## src/rtl/wb_trace_pkg.sv

```systemverilog
// ============================================================================
// Module   : wb_trace_pkg
// Purpose  : Shared constants for the write-back retirement trace buffer:
//            entry field offsets and widths, total entry width, and the x0
//            register index used by the capture filter.
// Config   : WB_TRACE_TIMESTAMP_EN - when defined, entries carry a leading
//            timestamp field of TS_W bits.
// Revision : 1.0 - initial release
// ============================================================================
`default_nettype none

package wb_trace_pkg;

`ifdef WB_TRACE_TIMESTAMP_EN
    localparam bit c_TS_EN = 1'b1;
`else
    localparam bit c_TS_EN = 1'b0;
`endif

    // Architectural zero register; writes to it are never interesting.
    localparam logic [4:0] X0 = 5'd0;

    localparam int c_INSTR_W = 32;
    localparam int c_RD_W    = 5;

    // Entry layout, LSB first: data | rd | rf_enable | instr | pc | [ts]
    function automatic int data_lsb();
        return 0;
    endfunction

    function automatic int rd_lsb(input int xlen);
        return xlen;
    endfunction

    function automatic int rf_en_lsb(input int xlen);
        return xlen + c_RD_W;
    endfunction

    function automatic int instr_lsb(input int xlen);
        return xlen + c_RD_W + 1;
    endfunction

    function automatic int pc_lsb(input int xlen);
        return xlen + c_RD_W + 1 + c_INSTR_W;
    endfunction

    function automatic int ts_lsb(input int xlen);
        return 2 * xlen + c_RD_W + 1 + c_INSTR_W;
    endfunction

    // TS_W contributes only when the timestamp field is compiled in.
    function automatic int entry_w(input int xlen, input int ts_w);
        return (c_TS_EN ? ts_w : 0) + 2 * xlen + c_INSTR_W + 1 + c_RD_W;
    endfunction

endpackage

`default_nettype wire

```

## src/rtl/trace_fifo.sv

```systemverilog
// ============================================================================
// Module   : trace_fifo
// Purpose  : DEPTH x WIDTH circular buffer with occupancy count and an
//            optional overwrite-oldest policy when full.
// Ports    : clk, rst          - clock, synchronous active-high reset
//            i_push, i_data    - write request and entry
//            i_ready           - consumer accepts head
//            o_valid, o_data   - head present / head entry
//            o_count           - occupancy (0..DEPTH)
//            o_full, o_empty   - occupancy flags
//            o_drop            - a push this cycle loses an entry
// Revision : 1.0 - initial release
// ============================================================================
`default_nettype none

module trace_fifo #(
    parameter int WIDTH     = 8,
    parameter int DEPTH     = 16,
    parameter int OVERWRITE = 0
) (
    input  logic                     clk,
    input  logic                     rst,
    input  logic                     i_push,
    input  logic [WIDTH-1:0]         i_data,
    input  logic                     i_ready,
    output logic                     o_valid,
    output logic [WIDTH-1:0]         o_data,
    output logic [$clog2(DEPTH):0]   o_count,
    output logic                     o_full,
    output logic                     o_empty,
    output logic                     o_drop
);

    localparam int              c_AW    = $clog2(DEPTH);
    localparam int              c_CW    = c_AW + 1;
    localparam logic [c_CW-1:0] c_DEPTH = c_CW'(DEPTH);

    logic [WIDTH-1:0] r_mem [DEPTH];
    logic [c_AW-1:0]  r_wr_ptr;
    logic [c_AW-1:0]  r_rd_ptr;
    logic [c_CW-1:0]  r_count;

    logic w_full;
    logic w_empty;
    logic w_pop;
    logic w_write;
    logic w_evict;

    assign w_full  = (r_count == c_DEPTH);
    assign w_empty = (r_count == '0);
    assign w_pop   = !w_empty && i_ready;

    // When full, a simultaneous pop frees the slot the write lands in
    // (wr_ptr == rd_ptr), so the popped head is read before it is replaced.
    assign w_write = i_push && (!w_full || w_pop || (OVERWRITE != 0));
    assign w_evict = i_push && w_full && !w_pop && (OVERWRITE != 0);
    assign o_drop  = i_push && w_full && !w_pop;

    always_ff @(posedge clk) begin
        if (w_write) begin
            r_mem[r_wr_ptr] <= i_data;
        end
    end

    always_ff @(posedge clk) begin
        if (rst) begin
            r_wr_ptr <= '0;
            r_rd_ptr <= '0;
            r_count  <= '0;
        end else begin
            if (w_write) begin
                r_wr_ptr <= r_wr_ptr + 1'b1;
            end
            if (w_pop || w_evict) begin
                r_rd_ptr <= r_rd_ptr + 1'b1;
            end
            if (w_write && !w_pop && !w_evict) begin
                r_count <= r_count + 1'b1;
            end else if (w_pop && !w_write) begin
                r_count <= r_count - 1'b1;
            end
        end
    end

    assign o_valid = !w_empty;
    assign o_data  = r_mem[r_rd_ptr];
    assign o_count = r_count;
    assign o_full  = w_full;
    assign o_empty = w_empty;

endmodule

`default_nettype wire

```

## src/rtl/wb_trace_buffer.sv

```systemverilog
// ============================================================================
// Module   : wb_trace_buffer
// Purpose  : Retirement trace buffer tapping the MEM/WB stage. Qualifying
//            retirements are stored in a circular buffer and drained in order
//            over a valid/ready stream.
// Config   : WB_TRACE_TIMESTAMP_EN - adds a free-running TS_W cycle counter
//            and prefixes each entry with its capture-cycle value.
// Ports    : clk, reset            - clock, synchronous active-high reset
//            enable, capture_all   - capture enable / capture every retirement
//            wb_valid, wb_pc, wb_instr, wb_rf_enable, wb_rd, wb_data
//                                  - write-back stage tap
//            out_valid, out_ready, out_entry - drain stream
//            count, overflow_cnt, full, empty - status
// Revision : 1.0 - initial release
// ============================================================================
`default_nettype none

module wb_trace_buffer
    import wb_trace_pkg::*;
#(
    parameter int XLEN      = 32,
    parameter int DEPTH     = 16,
    parameter int OVERWRITE = 0,
    parameter int TS_W      = 16,
    localparam int ENTRY_W  = entry_w(XLEN, TS_W)
) (
    input  logic                   clk,
    input  logic                   reset,
    input  logic                   enable,
    input  logic                   capture_all,
    input  logic                   wb_valid,
    input  logic [XLEN-1:0]        wb_pc,
    input  logic [31:0]            wb_instr,
    input  logic                   wb_rf_enable,
    input  logic [4:0]             wb_rd,
    input  logic [XLEN-1:0]        wb_data,
    output logic                   out_valid,
    input  logic                   out_ready,
    output logic [ENTRY_W-1:0]     out_entry,
    output logic [$clog2(DEPTH):0] count,
    output logic [15:0]            overflow_cnt,
    output logic                   full,
    output logic                   empty
);

    localparam int c_DATA_LSB  = data_lsb();
    localparam int c_RD_LSB    = rd_lsb(XLEN);
    localparam int c_RFEN_LSB  = rf_en_lsb(XLEN);
    localparam int c_INSTR_LSB = instr_lsb(XLEN);
    localparam int c_PC_LSB    = pc_lsb(XLEN);

    logic               w_capture;
    logic               w_drop;
    logic [ENTRY_W-1:0] w_entry;
    logic [15:0]        r_ovf;

    assign w_capture = enable && wb_valid &&
                       (capture_all || (wb_rf_enable && (wb_rd != X0)));

`ifdef WB_TRACE_TIMESTAMP_EN
    localparam int c_TS_LSB = ts_lsb(XLEN);

    logic [TS_W-1:0] r_ts;

    always_ff @(posedge clk) begin
        if (reset) begin
            r_ts <= '0;
        end else begin
            r_ts <= r_ts + 1'b1;
        end
    end
`endif

    always_comb begin
        w_entry                              = '0;
        w_entry[c_DATA_LSB  +: XLEN]         = wb_data;
        w_entry[c_RD_LSB    +: c_RD_W]       = wb_rd;
        w_entry[c_RFEN_LSB]                  = wb_rf_enable;
        w_entry[c_INSTR_LSB +: c_INSTR_W]    = wb_instr;
        w_entry[c_PC_LSB    +: XLEN]         = wb_pc;
`ifdef WB_TRACE_TIMESTAMP_EN
        w_entry[c_TS_LSB    +: TS_W]         = r_ts;
`endif
    end

    trace_fifo #(
        .WIDTH     (ENTRY_W),
        .DEPTH     (DEPTH),
        .OVERWRITE (OVERWRITE)
    ) u_fifo (
        .clk     (clk),
        .rst     (reset),
        .i_push  (w_capture),
        .i_data  (w_entry),
        .i_ready (out_ready),
        .o_valid (out_valid),
        .o_data  (out_entry),
        .o_count (count),
        .o_full  (full),
        .o_empty (empty),
        .o_drop  (w_drop)
    );

    // Counts entries lost in either overflow policy; sticks at all-ones.
    always_ff @(posedge clk) begin
        if (reset) begin
            r_ovf <= '0;
        end else if (w_drop && (r_ovf != 16'hFFFF)) begin
            r_ovf <= r_ovf + 1'b1;
        end
    end

    assign overflow_cnt = r_ovf;

endmodule

`default_nettype wire

```

## config.mk

```make
export PLATFORM = sky130hd
export DESIGN_NAME = wb_trace_buffer
export DESIGN_NICKNAME = d
export VERILOG_FILES = /design/src/rtl/wb_trace_pkg.sv /design/src/rtl/trace_fifo.sv /design/src/rtl/wb_trace_buffer.sv
export SDC_FILE = /design/constraint.sdc
export NUM_CORES = 1
export LEC_CHECK = 0
export BUFFER_PORTS_ARGS = -buffer_cell sky130_fd_sc_hd__buf_2
export CAP_MARGIN = 20
export CORE_UTILIZATION = 53
export DETAILED_ROUTE_END_ITERATION = 12
export PLACE_DENSITY = 0.73
export SLEW_MARGIN = 30
export SYNTH_ARGS = -nofsm -noshare
export SYNTH_HDL_FRONTEND = slang
export SYNTH_SLANG_ARGS = --single-unit
```

## constraint.sdc

```tcl
create_clock -name clk -period 11.9 [get_ports clk]
set_input_delay 1.19 -clock clk [delete_from_list [all_inputs] [get_ports clk]]
set_output_delay 1.19 -clock clk [all_outputs]
set_load 0.005 [all_outputs]
```

==> metrics.log, run 1 <==
INFO  metric timing.critical_path.to_type = output pin
INFO  metric power.static_leakage = 21.9 nW
INFO  metric timing.final.hold_violations = 0
INFO  metric timing.final.ws_setup = 6.53 ns
INFO  metric start_kind = flop
INFO  metric die_area = 120000 sq um
INFO  metric fin_worst_hold_slack = 0.508 ns
INFO  metric ys_warn_count = 0
INFO  metric grtUsageTotal = 23.7%
INFO  metric maxClockFrequency = 186 MHz
INFO  metric synth_sequential_area_ratio = 79.2%
INFO  metric post_cts_buffers = 0
INFO  metric rsz0062_at_grt = no
INFO  metric finalWirelength = 140 mm
INFO  metric netlist_instances = 2464
INFO  metric hp-class = reg2reg
INFO  metric timing.critical_path.arrival = 4.18 ns
INFO  metric synth_top_flop_cell = sky130_fd_sc_hd__edfxtp_1
INFO  metric pin_count = 234
INFO  metric finish.instance_area = 71200 sq um
INFO  metric register_area = 49700 sq um
INFO  metric drive_above_1_share = 36.0%
INFO  metric ir_worst_vdd = 149 uV
INFO  metric final_period_minus_worst_setup_slack = 5.37 ns
INFO  metric total_power = 14.0 mW
INFO  metric gpl.final_weighted_congestion = 0.780
INFO  metric die_w = 346 um
INFO  metric pre_cts_slack = 6.41 ns
INFO  metric max_cap_violations = 0
INFO  metric dpl_cell_area = 65800 sq um
INFO  metric number_of_buffers_added_to_fix_hold_violations_after_cts = 0
INFO  metric cts-htree-levels = 4
INFO  metric post-route-util = 61.0%
INFO  metric number_of_enable_type_register_cells_in_the_synthesized_netlist = 1632
INFO  metric clock_skew_after_layout = 0.0251 ns
INFO  metric cts_inserted_buffers = 166
INFO  metric p_per_area = 197 nW/um^2
INFO  metric clk_pin_slew_worst_paths = 0.06 ns
INFO  metric core = 117000 sq um
INFO  metric max_slew_margin = 30.1%
INFO  metric flop_and_latch_count_out_of_synthesis = 1665
INFO  metric floorplan.rows = 125
INFO  metric globalRoute.totalOverflow = 0
INFO  metric cts_tree = built
INFO  metric synthToLayoutAreaGrowth = 13.5%
INFO  metric worstPathRequired = 10.71 ns
INFO  metric multi_input_combinational_cell_area = 12600 sq um
INFO  metric synth.avg_cell_area = 25.5 sq um
INFO  metric grt_pass1_vias = 29500
INFO  metric antenna_violations_before_repair = 25
INFO  metric dr.pass1.iters = 5
INFO  metric clock_insertion_delay_worst_skew = 0.79 ns
INFO  metric synth_area = 62700 sq um
INFO  metric grt_max_degree = 165
INFO  metric route.vias.total = 28200
INFO  metric status = complete, no violations
INFO  metric detailed_place_hpwl = 69.9 mm
INFO  metric postSynth.asyncResetShare = 0%
INFO  metric cts.repair.resized = 0
INFO  metric chipHeight = 346 um
INFO  metric drc = 0
INFO  metric global_route_wire_length_before_repair = 204 mm
INFO  metric worst_pin_slew = 1.05 ns
INFO  metric starting_density_of_the_core = 53.7%
INFO  metric drt_iter0_drc = 2996
INFO  metric longest_clk_path_bufs = 3
INFO  metric clockRootBuffer = sky130_fd_sc_hd__clkbuf_16
INFO  metric cts_sinks = 1665
INFO  metric setup_violations = 0
INFO  metric nFillCells = 7705
INFO  metric routedWlPerCell = 31.3 um
INFO  metric report.final.slew_viol_count = 0
INFO  metric viasPerCell = 6.32
INFO  metric port-buffer-count = 233
INFO  metric fin_nets = 2921
INFO  metric detail-route-antenna-nets = 0
INFO  metric yosysUniqueCellTypes = 41
INFO  metric timing.setup.critical_path_class = reg2out
INFO  metric fin_crit_sh = 45.1%
INFO  metric critical_path.max_fanout = 55
INFO  metric synth_fp_nets = 2583
==> critical path: stages, from the launching register on <==
cell and delay [ns]:
sky130_fd_sc_hd__dfxtp_4 0.90, sky130_fd_sc_hd__buf_4 0.46, sky130_fd_sc_hd__buf_16 0.29, sky130_fd_sc_hd__buf_4 0.63, sky130_fd_sc_hd__mux4_2 0.41, sky130_fd_sc_hd__mux4_2 0.50
sky130_fd_sc_hd__buf_2 0.15
==> worst paths after layout <==
check	from	cells after the start	slack, ns	end
max	flop	6	6.53	out_entry[59]
max reg2reg	u_fifo.o_count[0]	7	7.72	u_fifo.r_mem[4][67]
min	u_fifo.r_rd_ptr[1]	2	0.51	flop
min reg2reg	u_fifo.r_rd_ptr[1]	2	0.51	flop
==> metal layers <==
metal	GRT usage [%]	share of wire, %
met3	4.23	7.2
met2	39.7	51
met4	6.41	2.1
met1	32.6	39
met5	0	0.092
==> metrics by stage <==
| stage | cells | TNS (ns) |
|---|---|---|
| 2_1_floorplan | 2464 | -118.77 |
| 6_report | 4465 | 0 |
| 4_1_cts | 4456 | 0 |
| 3_3_place_gp | 4154 | 0 |
| 5_1_grt | 4460 | 0 |
| 3_5_place_dp | 4155 | 0 |
==> placed cells by master (no fill, tap or decap), types with 10 or more instances in the layout <==
cell                        Yosys  layout
sky130_fd_sc_hd__a21oi_1       20      20
sky130_fd_sc_hd__buf_2         37     233
sky130_fd_sc_hd__buf_4          0      44
sky130_fd_sc_hd__bufinv_16      0      14
sky130_fd_sc_hd__clkbuf_1      71      34
sky130_fd_sc_hd__clkbuf_16      0     166
sky130_fd_sc_hd__clkinv_1       0      34
sky130_fd_sc_hd__clkinv_2       0      30
sky130_fd_sc_hd__dfxtp_1       33      29
sky130_fd_sc_hd__edfxtp_1    1632    1632
sky130_fd_sc_hd__ha_1          10      10
sky130_fd_sc_hd__inv_1         11      11
sky130_fd_sc_hd__mux4_2       510     510
sky130_fd_sc_hd__nand2_1       13      13
sky130_fd_sc_hd__nor2_1        22      18
==> area by class of cell <==
class / count / share of cell area [%]
multi-input combinational: 666 / 17.7
tap: 1524 / 2.68
clock inverter: 101 / 1.37
antenna: 6 / 0.0211
timing repair buffer: 292 / 2.45
sequential: 1665 / 69.8
clock buffer: 200 / 6.01
inverter: 11 / 0.0580
==> report_power, final <==
group	switching (mW)	total (mW)	internal, mW
clock network	2.16	5.05	2.88
registers	0.0610	6.54	6.48
logic	1.09	2.45	1.36
total	3.31	14.0	10.7
==> registers in the layout (all words and copies together), names as in the netlist, named ones only <==
register / flops
overflow_cnt: 16
u_fifo.o_count: 5
u_fifo.r_mem: 1632
u_fifo.r_rd_ptr: 4
u_fifo.r_wr_ptr: 4
==> Yosys cell counts, types with 4 or more instances <==
cell type                  count  area [sq um]
sky130_fd_sc_hd__nand3_1       6          30.0
sky130_fd_sc_hd__nor2_1       22          82.6
sky130_fd_sc_hd__and2_1        9          56.3
sky130_fd_sc_hd__nand4_1       4          25.0
sky130_fd_sc_hd__or4_1         5          37.5
sky130_fd_sc_hd__a21oi_1      20           100
sky130_fd_sc_hd__xnor2_1       5          43.8
sky130_fd_sc_hd__clkbuf_1     71           267
sky130_fd_sc_hd__buf_2        37           185
sky130_fd_sc_hd__xor2_1        6          52.6
sky130_fd_sc_hd__mux4_2      510         11500
sky130_fd_sc_hd__or3_1         9          56.3
sky130_fd_sc_hd__nor4_1        6          37.5
sky130_fd_sc_hd__nor3_1        4          20.0
sky130_fd_sc_hd__edfxtp_1   1632         49000
sky130_fd_sc_hd__ha_1         10           125
sky130_fd_sc_hd__nand2_1      13          48.8
sky130_fd_sc_hd__inv_1        11          41.3
sky130_fd_sc_hd__buf_1        11          41.3
sky130_fd_sc_hd__o21ai_0       8          40.0
sky130_fd_sc_hd__dfxtp_1      33           661
==> cell families (layout without fill, tap and decap cells) <==
group	count (synthesis)	in the layout	share of synthesized area (%)
DFF	1665	1665	79.2
muxes	513	513	18.4
buffers and inverters	133	604	0.905
and+or+nand+nor	88	88	0.768
AOI/OAI and AO/OA	43	43	0.415
adders and majority gates	11	11	0.231
xor gates and xnor gates	11	11	0.154
other	0	6	0
No activity file was read; power rests on OpenSTA's default activity.
==> run 2, diff against run 1 <==
==> constraint.sdc (replaced) <==
create_clock -name clk -period 4.35 [get_ports clk]
set_input_delay 0.435 -clock clk [delete_from_list [all_inputs] [get_ports clk]]
set_output_delay 0.435 -clock clk [all_outputs]
set_load 0.005 [all_outputs]
==> metrics.log, run 2 (synthesis results as in run 1) <==
INFO  metric p_int = 28.9 mW (was 10.7 mW)
INFO  metric longest_clk_path_bufs = 3 (unchanged)
INFO  metric max_cap_violations = 0 (unchanged)
INFO  metric grt_pass1_vias = 29600 (was 29500)
INFO  metric worst_pin_slew = 0.910 ns (was 1.05 ns)
INFO  metric finish.instance_area = 71800 sq um (was 71200 sq um)
INFO  metric number_of_buffers_added_to_fix_hold_violations_after_cts = 9 (was 0)
INFO  metric post-route-util = 61.4% (was 61.0%)
INFO  metric detailed_place_hpwl = 72.9 mm (was 69.9 mm)
INFO  metric clock_skew_after_layout = 0.0233 ns (was 0.0251 ns)
INFO  metric chipHeight = 346 um (unchanged)
INFO  metric cts_inserted_buffers = 162 (was 166)
INFO  metric setup_violations = 0 (unchanged)
INFO  metric start_kind = flop (unchanged)
INFO  metric cts.repair.resized = 0 (unchanged)
INFO  metric power_frac_comb = 18.1% (was 17.4%)
INFO  metric max_slew_margin = 39.4% (was 30.1%)
INFO  metric cts_sinks = 1665 (unchanged)
INFO  metric port-buffer-count = 233 (unchanged)
INFO  metric globalRoute.totalOverflow = 0 (unchanged)
INFO  metric setup.reg_to_reg.worst_slack = 1.26 ns (was 7.72 ns)
INFO  metric die_w = 346 um (unchanged)
INFO  metric antenna_violations_before_repair = 28 (was 25)
INFO  metric detail-route-antenna-nets = 0 (unchanged)
INFO  metric min_delay_worst_endpoint = u_fifo.r_mem[2][1]
INFO  metric p_per_area = 528 nW/um^2 (was 197 nW/um^2)
INFO  metric timing.setup.critical_path_class = reg2out (unchanged)
INFO  metric dpl_cell_area = 66700 sq um (was 65800 sq um)
INFO  metric fin_setup_tns = 0 ns (unchanged)
INFO  metric ir_worst_vdd = 377 uV (was 149 uV)
INFO  metric power.static_leakage = 22.0 nW (was 21.9 nW)
INFO  metric max_flop_register = u_fifo.r_mem (unchanged)
INFO  metric synthToLayoutAreaGrowth = 14.4% (was 13.5%)
INFO  metric grtUsageTotal = 23.1% (was 23.7%)
INFO  metric largest_reg_flops = 1632 (unchanged)
INFO  metric finalWirelength = 137 mm (was 140 mm)
INFO  metric global_route_wire_length_before_repair = 201 mm (was 204 mm)
INFO  metric cts_tree = built (unchanged)
INFO  metric register_area = 49700 sq um (unchanged)
INFO  metric post_cts_buffers = 0 (unchanged)
INFO  metric rsz0062_at_grt = no (unchanged)
INFO  metric timing.critical_path.arrival = 3.47 ns (was 4.18 ns)
INFO  metric reg2reg_from = u_fifo.o_count[0] (unchanged)
INFO  metric clk_pin_slew_worst_paths = 0.06 ns (about the same)
INFO  metric hp-class = in2reg (was reg2reg)
INFO  metric fin_crit_sh = 89.7%
INFO  metric report.final.slew_viol_count = 0 (unchanged)
INFO  metric hp-start = wb_data[1] (was u_fifo.r_rd_ptr[1])
INFO  metric gpl.final_weighted_congestion = 0.763 (was 0.780)
INFO  metric crit-reg2reg-capture = u_fifo.o_count[4] (was u_fifo.r_mem[4][67])
INFO  metric clock_share_of_power = 34.6% (was 35.9%)
INFO  metric worst_path_largest_cell_delay = 0.77 ns (was 0.90 ns)
INFO  metric drt_iter0_drc = 2796 (was 2996)
INFO  metric floorplan.rows = 125 (unchanged)
INFO  metric status = complete, no violations (unchanged)
INFO  metric chain_of_cells_forming_the_critical_path = buf_12, buf_12, mux4_2, mux4_2, buf_2 (was buf_4, buf_16, buf_4, mux4_2, mux4_2, buf_2)
INFO  metric timing.final.hold_violations = 0 (unchanged)
INFO  metric clock_insertion_delay_worst_skew = 0.77 ns (was 0.79 ns)
INFO  metric netSwitchingPower = 9.03 mW (was 3.31 mW)
INFO  metric clockRootBuffer = sky130_fd_sc_hd__clkbuf_16 (unchanged)
INFO  metric reg2regPathDepth = 12 (was 7)
INFO  metric starting_density_of_the_core = 53.7% (unchanged)
INFO  metric most_frequent_cells_in_the_layout = 1632 x sky130_fd_sc_hd__edfxtp_1, 510 x sky130_fd_sc_hd__mux4_2, 233 x sky130_fd_sc_hd__buf_2 (unchanged)
INFO  metric pin_count = 234 (unchanged)
INFO  metric fin_worst_hold_slack = 0.0344 ns (was 0.508 ns)
INFO  metric final_period_minus_worst_setup_slack = 3.90 ns
INFO  metric route.vias.total = 28300 (was 28200)
INFO  metric fin_nets = 2953 (was 2921)
INFO  metric pre_cts_slack = 0.889 ns (was 6.41 ns)
INFO  metric drive_above_1_share = 36.0% (about the same)
INFO  metric netSwitchingFraction = 23.8% (was 23.6%)
INFO  metric viasPerCell = 6.31 (was 6.32)
INFO  metric core = 117000 sq um (unchanged)
INFO  metric timing.critical_path.to_type = output pin (unchanged)
INFO  metric worstPathRequired = 3.91 ns (was 10.71 ns)
INFO  metric nFillCells = 7583 (was 7705)
INFO  metric dr.pass1.iters = 5 (unchanged)
INFO  metric critical-path-slowest-cell = sky130_fd_sc_hd__dfxtp_4 (unchanged)
INFO  metric multi_input_combinational_cell_area = 12600 sq um (about the same)
INFO  metric mostFrequentLayoutCell = sky130_fd_sc_hd__edfxtp_1 (unchanged)
INFO  metric die_area = 120000 sq um (unchanged)
INFO  metric routedWlPerCell = 30.5 um (was 31.3 um)
INFO  metric critical_path.max_fanout = 36 (was 55)
INFO  metric grt_max_degree = 68 (was 165)
INFO  metric timing.hold.worst_path_depth = 1 (was 2)
INFO  metric maxClockFrequency = 256 MHz
INFO  metric power.share.sequential = 47.3% (was 46.6%)
INFO  metric timing.final.ws_setup = 0.450 ns (was 6.53 ns)
INFO  metric drc = 0 (unchanged)
INFO  metric cts-htree-levels = 4 (unchanged)
run 2: metrics by stage:
stage / power (mW) / std cells
final: 37.9 / 4490
after global routing: 39.2 / 4487
after CTS: 38.3 / 4484
after detailed placement: 25.3 / 4185
after global placement: 25.1 / 4185
after floorplan: 23.2 / 2464
run 2: critical path: cells and delay by family, from the launching register on:
family                 cells  cell delay (ns)
buffers and inverters      3             0.78
flip-flops                 1             0.77
multiplexers               2             1.10
run 2: area by class of cell:
type / instances / share of cell area, %
flip-flops and latches: 1665 / 69.2
multi-input cells: 666 / 17.6
clock buffers: 207 / 6.10
repair buffers: 328 / 3.59
well taps: 1524 / 2.66
clock inverters: 83 / 0.779
inverters: 11 / 0.0575
diodes: 6 / 0.0209
run 2: per-layer routing:
metal | part of all wire (%) | global-route usage [%] | routed length (um)
met1 | 39 | 31.6 | 53400
met2 | 51 | 38.6 | 70200
met3 | 7.3 | 4.28 | 10000
met4 | 2.3 | 6.48 | 3110
met5 | 0.11 | 0 | 149
run 2: power groups by stage:
stage	combinational, mW	clock [mW]	sequential [mW]
6_report	6.85	13.1	17.9
5_1_grt	7.34	13.9	18.0
4_1_cts	7.03	13.3	18.0
2_1_floorplan	5.06	0	18.1
3_5_place_dp	6.99	0	18.3
3_3_place_gp	6.88	0	18.3
run 2: worst max-delay path by stage:
| stage | start | to | cells past startpoint |
|---|---|---|---|
| after floorplan | wb_rf_enable | u_fifo.r_mem[0][0] | 4 |
| after global placement | wb_rd[0] | u_fifo.o_count[4] | 13 |
| after detailed placement | wb_rf_enable | u_fifo.r_mem[12][58] | 8 |
| after CTS | flop | out_entry[85] | 5 |
| after global routing | flop | out_entry[92] | 5 |
| final | flop | out_entry[87] | 5 |
